[src/rtl/mux4_arb_pkg.sv]
// Shared definitions for the 4-way round-robin mux arbiter: FSM encoding,
// requester count and the round-robin search used for every grant decision.
package mux4_arb_pkg;

  localparam int NUM_REQ = 4;
  localparam int SEL_W   = 2;

  typedef enum logic {
    ST_IDLE = 1'b0,
    ST_BUSY = 1'b1
  } state_e;

  // First requesting index strictly after ptr, wrapping; ptr itself is the
  // last candidate so a lone requester is re-granted.
  function automatic logic [SEL_W-1:0] rr_next(input logic [SEL_W-1:0] ptr,
                                               input logic [NUM_REQ-1:0] req);
    logic [SEL_W-1:0] idx;
    rr_next = ptr;
    for (int k = NUM_REQ; k >= 1; k--) begin
      idx = ptr + SEL_W'(k);
      if (req[idx]) rr_next = idx;
    end
  endfunction

  function automatic logic [NUM_REQ-1:0] to_onehot(input logic [SEL_W-1:0] idx);
    to_onehot = NUM_REQ'(1) << idx;
  endfunction

endpackage

[src/rtl/mux4_w.sv]
// WIDTH-bit 4:1 data mux built from three 2:1 stages.
module mux4_w #(
  parameter int WIDTH = 8
) (
  input  logic [1:0]       sel,
  input  logic [WIDTH-1:0] d0,
  input  logic [WIDTH-1:0] d1,
  input  logic [WIDTH-1:0] d2,
  input  logic [WIDTH-1:0] d3,
  output logic [WIDTH-1:0] y
);

  logic [WIDTH-1:0] lo;
  logic [WIDTH-1:0] hi;

  assign lo = sel[0] ? d1 : d0;
  assign hi = sel[0] ? d3 : d2;
  assign y  = sel[1] ? hi : lo;

endmodule

[src/rtl/mux4_rr_arbiter.sv]
// Round-robin arbiter owning the select of a shared 4:1 mux, bursts of up to
// MAX_BURST beats. Define MUX4_ARB_PREEMPT_EN to let requester 0 preempt.
module mux4_rr_arbiter
  import mux4_arb_pkg::*;
#(
  parameter int WIDTH     = 8,
  parameter int MAX_BURST = 4
) (
  input  logic             clk,
  input  logic             rst,
  input  logic [3:0]       req,
  input  logic [WIDTH-1:0] din0,
  input  logic [WIDTH-1:0] din1,
  input  logic [WIDTH-1:0] din2,
  input  logic [WIDTH-1:0] din3,
  input  logic             out_ready,
  output logic [3:0]       grant,
  output logic [1:0]       sel,
  output logic [WIDTH-1:0] dout,
  output logic             out_valid,
  output logic             busy
);

  localparam int CNT_W = $clog2(MAX_BURST) + 1;

  state_e           state;
  logic [CNT_W-1:0] beat_cnt;
  logic [SEL_W-1:0] last_ptr;

  logic             transfer;
  logic             last_beat;
  logic             preempt;
  logic             burst_end;
  logic [SEL_W-1:0] pick_idx;

  mux4_w #(.WIDTH(WIDTH)) u_mux (
    .sel (sel),
    .d0  (din0),
    .d1  (din1),
    .d2  (din2),
    .d3  (din3),
    .y   (dout)
  );

  assign out_valid = grant[sel] & req[sel];
  assign busy      = (state == ST_BUSY);
  assign transfer  = out_valid & out_ready;
  assign last_beat = transfer && (beat_cnt == CNT_W'(MAX_BURST - 1));

`ifdef MUX4_ARB_PREEMPT_EN
  // A stalled beat is allowed to complete before requester 0 takes over.
  assign preempt = req[0] && (sel != '0) && (transfer || !out_valid);
`else
  assign preempt = 1'b0;
`endif

  assign burst_end = last_beat || !req[sel] || preempt;

  always_comb begin
    pick_idx = '0;
    if (state == ST_IDLE) pick_idx = rr_next(last_ptr, req);
    else if (!preempt)    pick_idx = rr_next(sel, req);
  end

  // NOTE: state registers use non-blocking assignment so every flop samples
  // the pre-edge values; blocking here would create order-dependent races.
  always_ff @(posedge clk or posedge rst) begin
    if (rst) begin
      state    <= ST_IDLE;
      grant    <= '0;
      sel      <= '0;
      beat_cnt <= '0;
      last_ptr <= SEL_W'(NUM_REQ - 1);
    end else begin
      case (state)
        ST_IDLE: begin
          beat_cnt <= '0;
          if (|req) begin
            state <= ST_BUSY;
            grant <= to_onehot(pick_idx);
            sel   <= pick_idx;
          end
        end
        ST_BUSY: begin
          if (burst_end) begin
            last_ptr <= sel;
            beat_cnt <= '0;
            if (|req) begin
              grant <= to_onehot(pick_idx);
              sel   <= pick_idx;
            end else begin
              state <= ST_IDLE;
              grant <= '0;
            end
          end else if (transfer) begin
            beat_cnt <= beat_cnt + CNT_W'(1);
          end
        end
        default: begin
          state <= ST_IDLE;
          grant <= '0;
        end
      endcase
    end
  end

endmodule

[config.mk]
export PLATFORM = sky130hd
export DESIGN_NAME = mux4_rr_arbiter
export DESIGN_NICKNAME = d
export VERILOG_FILES = /design/src/rtl/mux4_arb_pkg.sv /design/src/rtl/mux4_w.sv /design/src/rtl/mux4_rr_arbiter.sv
export SDC_FILE = /design/constraint.sdc
export NUM_CORES = 1
export LEC_CHECK = 0
export BUFFER_PORTS_ARGS = -buffer_cell sky130_fd_sc_hd__buf_4
export CAP_MARGIN = 20
export CORE_UTILIZATION = 43
export CTS_CLUSTER_DIAMETER = 150
export DETAILED_ROUTE_END_ITERATION = 10
export GPL_TIMING_DRIVEN = 0
export HOLD_SLACK_MARGIN = 0.08
export PLACE_DENSITY = 0.9
export RECOVER_POWER = 25
export SYNTH_ARGS = -nofsm -noshare
export SYNTH_HDL_FRONTEND = slang
export SYNTH_SLANG_ARGS = --single-unit
[constraint.sdc]
create_clock -name clk -period 2.7 [get_ports clk]
set_input_delay 0.405 -clock clk [delete_from_list [all_inputs] [get_ports clk]]
set_output_delay 0.405 -clock clk [all_outputs]
set_load 0.1 [all_outputs]
# Word level (Yosys, flattened, before mapping)
# Cells that the tools add are included.
word_totals:
  reg_bits: 12
  latchBits: 0
  ram_bits: 0
  romBits: 0
  in_bits: 39
  output_inout_bits: 16
  wordCells: 72
  n_memories: 0
classes:
  add_sub_neg: 7
  n_mul: 0
  n_div: 0
  n_lt_le_gt_ge: 7
  eq_ne: 4
  shift: 1
  mux: 39
  bitwise: 3
  reduce_logical: 6
op_table:
  columns: ["cell", "count"]
  rows:
  - ["8-bit two-way mux", 3]
  - ["2-bit by 3-bit less-than comparator with 1-bit output (second input constant)", 7]
  - ["2-bit two-way mux", 9]
  - ["1-bit binary-select mux with 2-bit select", 8]
  - ["4-bit two-way mux", 3]
  - ["1-bit two-way mux", 10]
  - ["2-bit adder (second input constant)", 4]
  - ["4-bit case mux with 2 select lines", 1]
  - ["3-bit two-way mux", 2]
  - ["3-bit case mux with 2 select lines", 1]
  - ["2-bit by 1-bit adder with 2-bit output (second input constant)", 2]
  - ["2-bit by 1-bit != test with 1-bit output (second input constant)", 2]
  - ["2-bit case mux with 2 select lines", 1]
  - ["2-bit AND reduction", 2]
  - ["4-bit OR reduction", 1]
  - ["1-bit by 2-bit left shift with 4-bit output (first input constant)", 1]
  - ["3-bit by 1-bit adder with 3-bit output (second input constant)", 1]
  - ["3-bit by 2-bit equality test with 1-bit output (second input constant)", 1]
  - ["3-bit by 1-bit != test with 1-bit output (second input constant)", 1]
  - ["1-bit bitwise AND", 2]
  - ["1-bit case mux with 2 select lines", 1]
  - ["1-bit logical AND", 1]
  - ["1-bit zero test", 1]
  - ["1-bit logical OR", 1]
  - ["1-bit inverter", 1]

# Logic depth before layout (Yosys ltp)
# Gate-level depths: netlist of run 1.
logic_depth:
  depth_word: 11
  mapped_depth: 9
  depth_no_buf: 7

# Modules after synthesis
# From an unflattened synthesis of run 1, not the netlist that was laid out.
hier_totals:
  cells_unflattened: 91
  area_unflattened_um2: 1007.2
modules_own_cells:
  columns: ["mod", "instances", "cells_each", "area_each_um2", "seq_area_each_um2"]
  rows:
  - ["mux4_rr_arbiter", 1, 81, 810.8, 302.8]
  - ["mux4_w", 1, 10, 196.4, 0.0]

# Least setup slack after synthesis of run 1
# OpenSTA, ideal clock, no wires.
synth_path:
  kind: "reg2reg"
  startpoint: "register sel[0]"
  endpoint: "register beat_cnt[1]"
  setup_time_ns: 0.119
  arrival_time_ns: 2.748
  t_required_ns: 2.581
  path_slack_ns: -0.166
  stages_incl_launch_ff: 7
  n_path_buf: 1
  synth_period_minus_slack_ns: 2.866
  cell_sequence: "dfrtp_1 -> buf_2 -> mux4_2 -> and2_1 -> nand2_1 -> mux2i_1 -> nor2_1"
synth_between:
  elab_chain_len: 8
  word_cells_on_any_way: 12
  classes_between: "1 x eq/ne; 6 x mux; 2 x bitwise; 3 x reduce/logical"
synth_rtl:
  columns: ["element", "line_no", "text"]
  rows:
  - ["start: declaration", "mux4_rr_arbiter.sv:18", "output logic [1:0] sel,"]
  - ["start signal: assignment", "mux4_rr_arbiter.sv:81", "sel <= pick_idx;"]
  - ["start signal: assignment", "mux4_rr_arbiter.sv:90", "sel <= pick_idx;"]
  - ["1-bit binary-select mux with 2-bit select (on tied branches)", null, null]
  - ["1-bit two-way mux (not written as such)", "mux4_rr_arbiter.sv:45", "assign out_valid = grant[sel] & req[sel];"]
  - ["1-bit bitwise AND *", "mux4_rr_arbiter.sv:45", null]
  - ["net out_valid", "mux4_rr_arbiter.sv:20", "output logic out_valid,"]
  - ["1-bit bitwise AND *", "mux4_rr_arbiter.sv:47", "assign transfer = out_valid & out_ready;"]
  - ["1-bit logical AND", "mux4_rr_arbiter.sv:48", "assign last_beat = transfer && (beat_cnt == CNT_W'(MAX_BURST - 1));"]
  - ["1-bit logical OR", "mux4_rr_arbiter.sv:57", "assign burst_end = last_beat || !req[sel] || preempt;"]
  - ["3-bit two-way mux", "mux4_rr_arbiter.sv:85", "if (burst_end) begin"]
  - ["3-bit case mux with 2 select lines", "mux4_rr_arbiter.sv:75", "case (state)"]
  - ["end signal: assignment", "mux4_rr_arbiter.sv:96", "beat_cnt <= beat_cnt + CNT_W'(1);"]
  - ["end: declaration", "mux4_rr_arbiter.sv:27", "logic [CNT_W-1:0] beat_cnt;"]
# The timed path passes the listed nets; every way through them passes the cells marked *. The select of a mux whose other input is x is not followed.
# A chain may end at the register's enable or synchronous reset.

# Worst setup path in the final report of run 1
layout_path:
  startpoint: "register sel[0]"
  endpoint: "output dout[6]"
layout_between:
  elab_chain_len: 2
  word_cells_on_any_way: 3
  classes_between: "3 x mux"
layout_rtl:
  columns: ["element", "line_no", "text"]
  rows:
  - ["8-bit two-way mux (on tied branches)", "mux4_w.sv:16, mux4_w.sv:17", null]
  - ["8-bit two-way mux *", "mux4_w.sv:18", "assign y = sel[1] ? hi : lo;"]
  - ["end: declaration", "mux4_rr_arbiter.sv:19", "output logic [WIDTH-1:0] dout,"]
# Every way passes the cells marked *; elsewhere a longest branch is shown, timed or not.

==> flow_metrics.tcl, run 1 <==
set metrics [dict create \
    run_status "complete, no violations" \
    synth-main-ff-cell "dfrtp_1" \
    timing.fmax_ghz 0.421 \
    dpl.hpwl_um 2280 \
    globalRouteTotalUtil 0.241 \
    final_min_period_over_clock_period 0.880 \
    synth_area_in_adders 0.0258 \
    drt_iter0_drc 23 \
    cp_max_fo 10 \
    post-route-drc-count 0 \
    route.detailed.vias_per_inst 5.62 \
    setup_repair_after_global_routing_missed_its_margin "no" \
    syn-cell-area_um2 971 \
    cts.sinks 12 \
    mostFrequentLayoutCell "buf_4" \
    critPathMaxStageDelay_ns 0.55 \
    dieArea_um2 2450 \
    worstSetupPathType "flop to output pin" \
    final_antenna_net_count 0 \
    clock_tree.buffer_depth 2 \
    cp_data_required_time_ns 2.30 \
    fin_cells 170 \
    clk_transition_reported_paths_ns 0.08 \
    core_region_area_um2 2040 \
    synth_seq_cells 12 \
    worst_setup_path_startpoint "sel[0]" \
    antenna_cells_inserted 0 \
    cts-buffers-inserted 3 \
    worst_path_most_repeated_cell "buf_2" \
    design.portCount 55 \
    worstHoldPathType "input port to asynchronous set/reset pin" \
    yosysSeqAreaShare 0.312 \
    synthesis.yosys.warnings 0 \
    drt_pass1_iterations 4 \
    setup_viol_count_final 0 \
    dp.cells 166 \
    cts_setup_buffers 0 \
    drive_gt1_frac 0.580 \
    critPathLaunchType "flop" \
    yosys.area_share.xor_xnor 0.00902 \
    std_cell_rows 16 \
    avgSynthCellArea_um2 11.4 \
    async_reset_ff_frac 1.00 \
    grt_max_degree 13 \
    io_buffers 54 \
    final.setup_skew_ns 0.00220 \
    post_synth_and_or_nand_nor_area_fraction 0.129 \
    synthesis.nets 126 \
    initial_antenna_violation_count 0 \
    routed-via-count 955 \
    wirelength_um 2730 \
    finalWorstPathRequiredPeriod_ns 2.38 \
    worstPathCellList "buf_2 > buf_2 > mux4_2 > buf_4" \
    initial_core_util 0.475 \
    max_slew_margin 0.637 \
    postSynthCellCount 85 \
    worst_skew_pair.late_latency_ns 0.28 \
    die_width_um 49.5 \
    setup-tns-final_ns 0 \
    nNetsFinal 185 \
    timing_max_transition_violations_final 0 \
    synth_enable_flop_cells 0 \
    yosys.cell_types.count 29 \
    post_drt_wl_per_cell_um 16.1 \
    mostFrequentLayoutCells "53 x buf_4, 10 x mux4_2, 8 x dfrtp_1" \
    synth_top_family_by_area "multiplexers" \
    ctsHoldBuffers 0 \
    gr-total-overflow 0 \
    ctsHtreeMaxLevel 1 \
    cap_violations 0 \
    global_route_wire_length_before_repair_um 4340 \
    arrival_time_worst_endpoint_ns 1.97 \
    library_cell_contributing_the_largest_single_delay_on_the_critical_path "mux4_2" \
    gp_congestion 0.812 \
    synth-compound-area-share 0.147 \
    critPathCaptureType "output pin" \
    area.growth.synth_to_final_pct 49.2 \
    die_height_um 49.5 \
    vias_in_the_first_global_route 980 \
    hold_viol_final 0 \
    clock_tree.root_cell "clkbuf_4" \
    actual_slew_at_the_worst_max_slew_pin_ns 0.544 \
    cts_repair_resize_count 0 \
    r2r_start "sel[1]" \
    synth.area.mux_share 0.323 \
    tritoncts_clock_tree "yes" \
]
-- cells in the mapped netlist, drive strengths merged, types with 4 or more instances --
master	n	area [µm²]
dfrtp	10	250
mux2	4	48.8
mux2i	4	40.0
a32o	5	50.1
mux4	10	225
nor2	5	18.8
buf	5	37.5
nand2	4	15.0
a21oi	6	30.0
-- layout make-up --
type | count | area (µm²)
plain buffers | 6 | 41.3
clock buffers | 4 | 36.3
fillers | 164 | 593
inverters | 3 | 11.3
multi-input cells | 64 | 616
flip-flops and latches | 12 | 305
well taps | 27 | 33.8
repair buffers | 54 | 405
-- logic make-up (layout without fill, tap and decap cells) --
| group | after synthesis | in the layout |
|---|---|---|
| adder cells (fa/ha/maj) | 2 | 2 |
| flip-flops | 12 | 12 |
| buffers and inverters | 9 | 67 |
| XOR/XNOR | 1 | 1 |
| multiplexers | 18 | 18 |
| AO/OA/AOI/OAI | 19 | 19 |
| AND/OR/NAND/NOR | 24 | 24 |
-- path summary, 6_finish.rpt --
check | slack, ns | to | cells past startpoint
worst min register to register | 0.54 | beat_cnt[1] | 2
worst max register to register | 0.59 | sel[0] | 8
worst max-delay path | 0.32 | dout[6] | 4
worst min-delay path | 0.13 | beat_cnt[2] | 2
min in group clk | 0.34 | beat_cnt[2] | 2
max in group asynchronous | 2.24 | last_ptr[1] | 2
-- critical path: cells and delay by family, from the launching register on --
| kind | cells | cell delay [ns] |
|---|---|---|
| flip-flops | 1 | 0.36 |
| buffers and inverters | 3 | 0.78 |
| multiplexers | 1 | 0.55 |
-- layer usage --
metal	share of wire	track usage	up-vias	routed length, µm
met4	0.015	0.119	0	40
met1	0.38	0.262	474	1030
met3	0.047	0.0833	4	127
li1	-	-	452	-
met2	0.56	0.414	25	1530
met5	0	0	-	0
-- metrics by stage --
| stage | setup slack [ns] | util | hold slack [ns] | area, µm² |
|---|---|---|---|---|
| 2_1_floorplan | 0.0135 | - | 0.268 | 973 |
| 3_3_place_gp | 0.627 | 0.692 | 0.432 | 1410 |
| 3_5_place_dp | 0.603 | 0.692 | 0.434 | 1410 |
| 4_1_cts | 0.292 | 0.710 | 0.127 | 1450 |
| 5_1_grt | 0.223 | 0.710 | 0.167 | 1450 |
| 6_report | 0.324 | 0.710 | 0.126 | 1450 |
-- registers in the layout, indices dropped and copies added (netlist names) --
| name | cells |
|---|---|
| beat_cnt | 3 |
| last_ptr | 2 |
| grant | 4 |
| sel | 2 |
| busy | 1 |
Power of run 1 is left out: the tool's default activity adds up to more than one toggle a clock period on the data nets, which glitch-free logic cannot reach.
==> inputs of run 2 (changes only) <==
Settings changed: CORE_UTILIZATION 43 to 47, PLACE_DENSITY 0.9 to 0.95.
Clock period 2.7 ns to 2.9 ns, I/O delays scaled along.
==> flow_metrics.tcl, run 2 (same netlist as run 1, synthesis figures left out) <==
set metrics [dict create \
    rrSetupSlack_ns 0.78 \
    core_region_area_um2 1940 \
    dpl.hpwl_um 2100 \
    cap_violations 0 \
    tritoncts_clock_tree "yes" \
    cp_max_fo 10 \
    largest_reg_flops 4 \
    globalRouteTotalUtil 0.255 \
    registers_with_the_most_flip_flops "grant (4), beat_cnt (3)" \
    regMostFlops "grant" \
    arrival_time_worst_endpoint_ns 1.98 \
    vias_in_the_first_global_route 945 \
    hold_viol_final 0 \
    critPathLaunchType "flop" \
    nNetsFinal 185 \
    cts_repair_resize_count 0 \
    drt_iter0_drc 22 \
    initial_core_util 0.500 \
    clk_transition_reported_paths_ns 0.08 \
    clock_tree.root_cell "clkbuf_4" \
    dieArea_um2 2250 \
    clock_tree.buffer_depth 2 \
    critPathCaptureType "output pin" \
    mostFrequentLayoutCell "buf_4" \
    fillers 145 \
    die_height_um 47.5 \
    r2r_start "sel[1]" \
    fin_cells 170 \
    ctsHoldBuffers 0 \
    finalWorstPathRequiredPeriod_ns 2.41 \
    cts.sinks 12 \
    route.detailed.vias_per_inst 5.53 \
    run_status "complete, no violations" \
    gp_congestion 0.850 \
    setup_repair_after_global_routing_missed_its_margin "no" \
    std_cell_rows 16 \
    max_slew_margin 0.654 \
    post-route-drc-count 0 \
    initial_antenna_violation_count 0 \
    grt_max_degree 13 \
    antenna_cells_inserted 0 \
    post_drt_wl_per_cell_um 14.8 \
    io_buffers 54 \
    wirelength_um 2510 \
    mostFrequentLayoutCells "53 x buf_4, 10 x mux4_2, 10 x dfrtp_1" \
    actual_slew_at_the_worst_max_slew_pin_ns 0.519 \
    timing.fmax_ghz 0.414 \
    routed-via-count 940 \
    cts-buffers-inserted 3 \
    drt_pass1_iterations 4 \
    worstSetupPathType "flop to output pin" \
    final_antenna_net_count 0 \
    setup-tns-final_ns 0 \
    setup_viol_count_final 0 \
    drive_gt1_frac 0.566 \
    final_min_period_over_clock_period 0.832 \
    rr_endpoint "sel[0]" \
    global_route_wire_length_before_repair_um 3900 \
    final.setup_skew_ns 0.00546 \
    area.growth.synth_to_final_pct 49.0 \
    timing_max_transition_violations_final 0 \
    design.portCount 55 \
    worstHoldPathType "input port to asynchronous set/reset pin" \
    cp_data_required_time_ns 2.47 \
    worst_skew_pair.late_latency_ns 0.28 \
    dp.cells 166 \
    gr-total-overflow 0 \
    worst_r2r_path_depth 8 \
    ctsHtreeMaxLevel 1 \
    cts_setup_buffers 0 \
    die_width_um 47.5 \
]
[run 2: cell type report]
type	instances	area, µm²	share of cell area
multi-input combinational	64	616	0.426
inverter	3	11.3	0.00779
tap	27	33.8	0.0234
clock buffer	4	36.3	0.0251
sequential	12	303	0.209
timing repair buffer	54	405	0.280
buffer	6	41.3	0.0285
[run 2: how the worst max path moves through the flow]
stage	from	endpoint	slack (ns)
after floorplan	sel[0]	beat_cnt[1]	0.03
after global placement	sel[0]	dout[1]	0.80
after detailed placement	sel[0]	dout[1]	0.77
after CTS	sel[0]	dout[3]	0.47
after global routing	sel[0]	dout[2]	0.36
final	sel[0]	dout[3]	0.49
[run 2: routing by layer]
| layer | global-route usage | wire [µm] | vias up |
|---|---|---|---|
| li1 | - | - | 450 |
| met1 | 0.300 | 955 | 442 |
| met2 | 0.441 | 1350 | 44 |
| met3 | 0.0566 | 168 | 4 |
| met4 | 0.120 | 38 | 0 |
| met5 | 0 | 0 | - |
[run 2: per-stage QoR]
stage          hold WS [ns]  setup slack, ns  cell area (µm²)  utilization
6_report              0.162            0.487             1450        0.745
5_1_grt               0.197            0.362             1450        0.745
4_1_cts               0.171            0.472             1450        0.745
3_5_place_dp          0.475            0.765             1410        0.726
3_3_place_gp          0.454            0.799             1410        0.726
2_1_floorplan         0.298           0.0336              971            -
[run 2: worst max-delay path: stages (launching register included)]
cell	delay, ns
dfrtp_1	0.34
buf_2	0.21
buf_2	0.33
mux4_2	0.56
buf_4	0.25
Power of run 2 is left out for the same reason.
==> inputs of run 3 (changes only) <==
Settings changed: CORE_UTILIZATION 47 to 39, PLACE_DENSITY 0.95 to 0.87.
Clock period 2.9 ns to 2.02 ns, I/O delays scaled along.
==> flow_metrics.tcl, run 3 (same netlist as run 1, synthesis figures left out) <==
set metrics [dict create \
    drt_pass1_iterations 4 \
    wirelength_um 2920 \
    worstPathCellList "buf_12 > mux4_2 > buf_4" \
    largest_reg_flops 4 \
    cp_data_required_time_ns 1.72 \
    design.portCount 55 \
    rrSetupSlack_ns 0.05 \
    clock_tree.root_cell "clkbuf_4" \
    cap_violations 0 \
    post_drt_wl_per_cell_um 16.5 \
    ctsHtreeMaxLevel 1 \
    antenna_cells_inserted 0 \
    grt_max_degree 13 \
    setup_repair_after_global_routing_missed_its_margin "no" \
    dieArea_um2 2690 \
    area.growth.synth_to_final_pct 60.8 \
    clock_tree.buffer_depth 2 \
    std_cell_rows 17 \
    timing.fmax_ghz 0.508 \
    nNetsFinal 191 \
    vias_in_the_first_global_route 990 \
    worstHoldPathCells 2 \
    timing_max_transition_violations_final 0 \
    worst_skew_pair.late_latency_ns 0.27 \
    final_antenna_net_count 0 \
    cp_top_family "flip-flops" \
    cp.buffers_inverters 2 \
    globalRouteTotalUtil 0.228 \
    rr_endpoint "sel[0]" \
    global_route_wire_length_before_repair_um 4430 \
    initial_antenna_violation_count 0 \
    die_width_um 51.9 \
    registers_with_the_most_flip_flops "grant (4), beat_cnt (3)" \
    hold_viol_final 0 \
    dp.cells 167 \
    post-route-drc-count 0 \
    fin_cells 177 \
    worstHoldPathType "input port to flop" \
    run_status "complete, no violations" \
    cp_num_cells 3 \
    drive_gt1_frac 0.638 \
    final_min_period_over_clock_period 0.974 \
    setup_viol_count_final 0 \
    max_slew_margin 0.702 \
    worstSetupPathType "flop to output pin" \
    worst_min_path_start "out_ready" \
    critPathMaxStageDelay_ns 0.49 \
    core_region_area_um2 2280 \
    r2r_start "sel[1]" \
    regMostFlops "grant" \
    routed-via-count 970 \
    gr-total-overflow 0 \
    gp_congestion 0.823 \
    initial_core_util 0.427 \
    drt_iter0_drc 42 \
    worst_setup_path_startpoint "sel[0]" \
    cts-buffers-inserted 3 \
    dpl.hpwl_um 2220 \
    critPathCaptureType "output pin" \
    io_buffers 54 \
    clk_transition_reported_paths_ns 0.08 \
    hold_end "beat_cnt[2]" \
    finalWorstPathRequiredPeriod_ns 1.97 \
    mostFrequentLayoutCells "52 x buf_4, 10 x mux4_2, 7 x buf_6" \
    actual_slew_at_the_worst_max_slew_pin_ns 0.447 \
    arrival_time_worst_endpoint_ns 1.66 \
    worst_r2r_path_depth 6 \
    tritoncts_clock_tree "yes" \
    library_cell_contributing_the_largest_single_delay_on_the_critical_path "dfrtp_4" \
    cp_max_fo 10 \
    die_height_um 51.9 \
    final.setup_skew_ns 0.000820 \
    mostFrequentLayoutCell "buf_4" \
    critPathLaunchType "flop" \
    route.detailed.vias_per_inst 5.48 \
    cts.sinks 12 \
]
-- run 3: cell count changes in the layout (fill, tap and decap cells not counted), sizes merged --
cell / delta
clkbuf: +2
buf: +3
dlygate4sd3: +1
-- run 3: how the worst max path moves through the flow --
stage / endpoint / slack [ns]
CTS: sel[0] / 0.008
global placement: sel[0] / -0.07
finish: dout[7] / 0.05
detailed placement: sel[0] / -0.1
global route: dout[4] / 0.01
floorplan: sel[0] / -0.22
-- run 3: cell type report --
type                    instances  area [µm²]
multi-input cells              64         623
fillers                       153         714
flip-flops and latches         12         315
repair buffers                 63         508
plain buffers                   3        32.5
inverters                       3        11.3
well taps                      28        35.0
clock buffers                   4        36.3
-- run 3: timing repair --
item                                    CTS  global route
endpoints found under the setup margin   14            10
hold buffers                              1             0
setup buffers                             5             3
endpoints found under the hold margin    10             0
pin swaps                                 1             1
gates resized for setup                  13             2
-- run 3: layer usage --
| layer | track usage | wire length (µm) | share of wire | vias up |
|---|---|---|---|---|
| li1 | - | - | - | 460 |
| met1 | 0.288 | 1170 | 0.40 | 486 |
| met2 | 0.402 | 1670 | 0.57 | 22 |
| met3 | 0.0263 | 63 | 0.022 | 2 |
| met4 | 0.0721 | 17 | 0.0058 | 0 |
| met5 | 0 | 0 | 0 | - |
-- run 3: stage by stage --
stage                     setup TNS (ns)  cell area [µm²]  hold slack, ns   util  worst slack (ns)
after floorplan                   -0.678             1000           0.166      -            -0.224
after global placement           -0.0712             1440           0.325  0.634           -0.0712
after detailed placement          -0.122             1440           0.339  0.634           -0.0971
after CTS                              0             1550           0.234  0.681           0.00850
after global routing                   0             1560           0.226  0.686            0.0118
final                                  0             1560           0.239  0.686            0.0528
Power of run 3 is left out for the same reason.
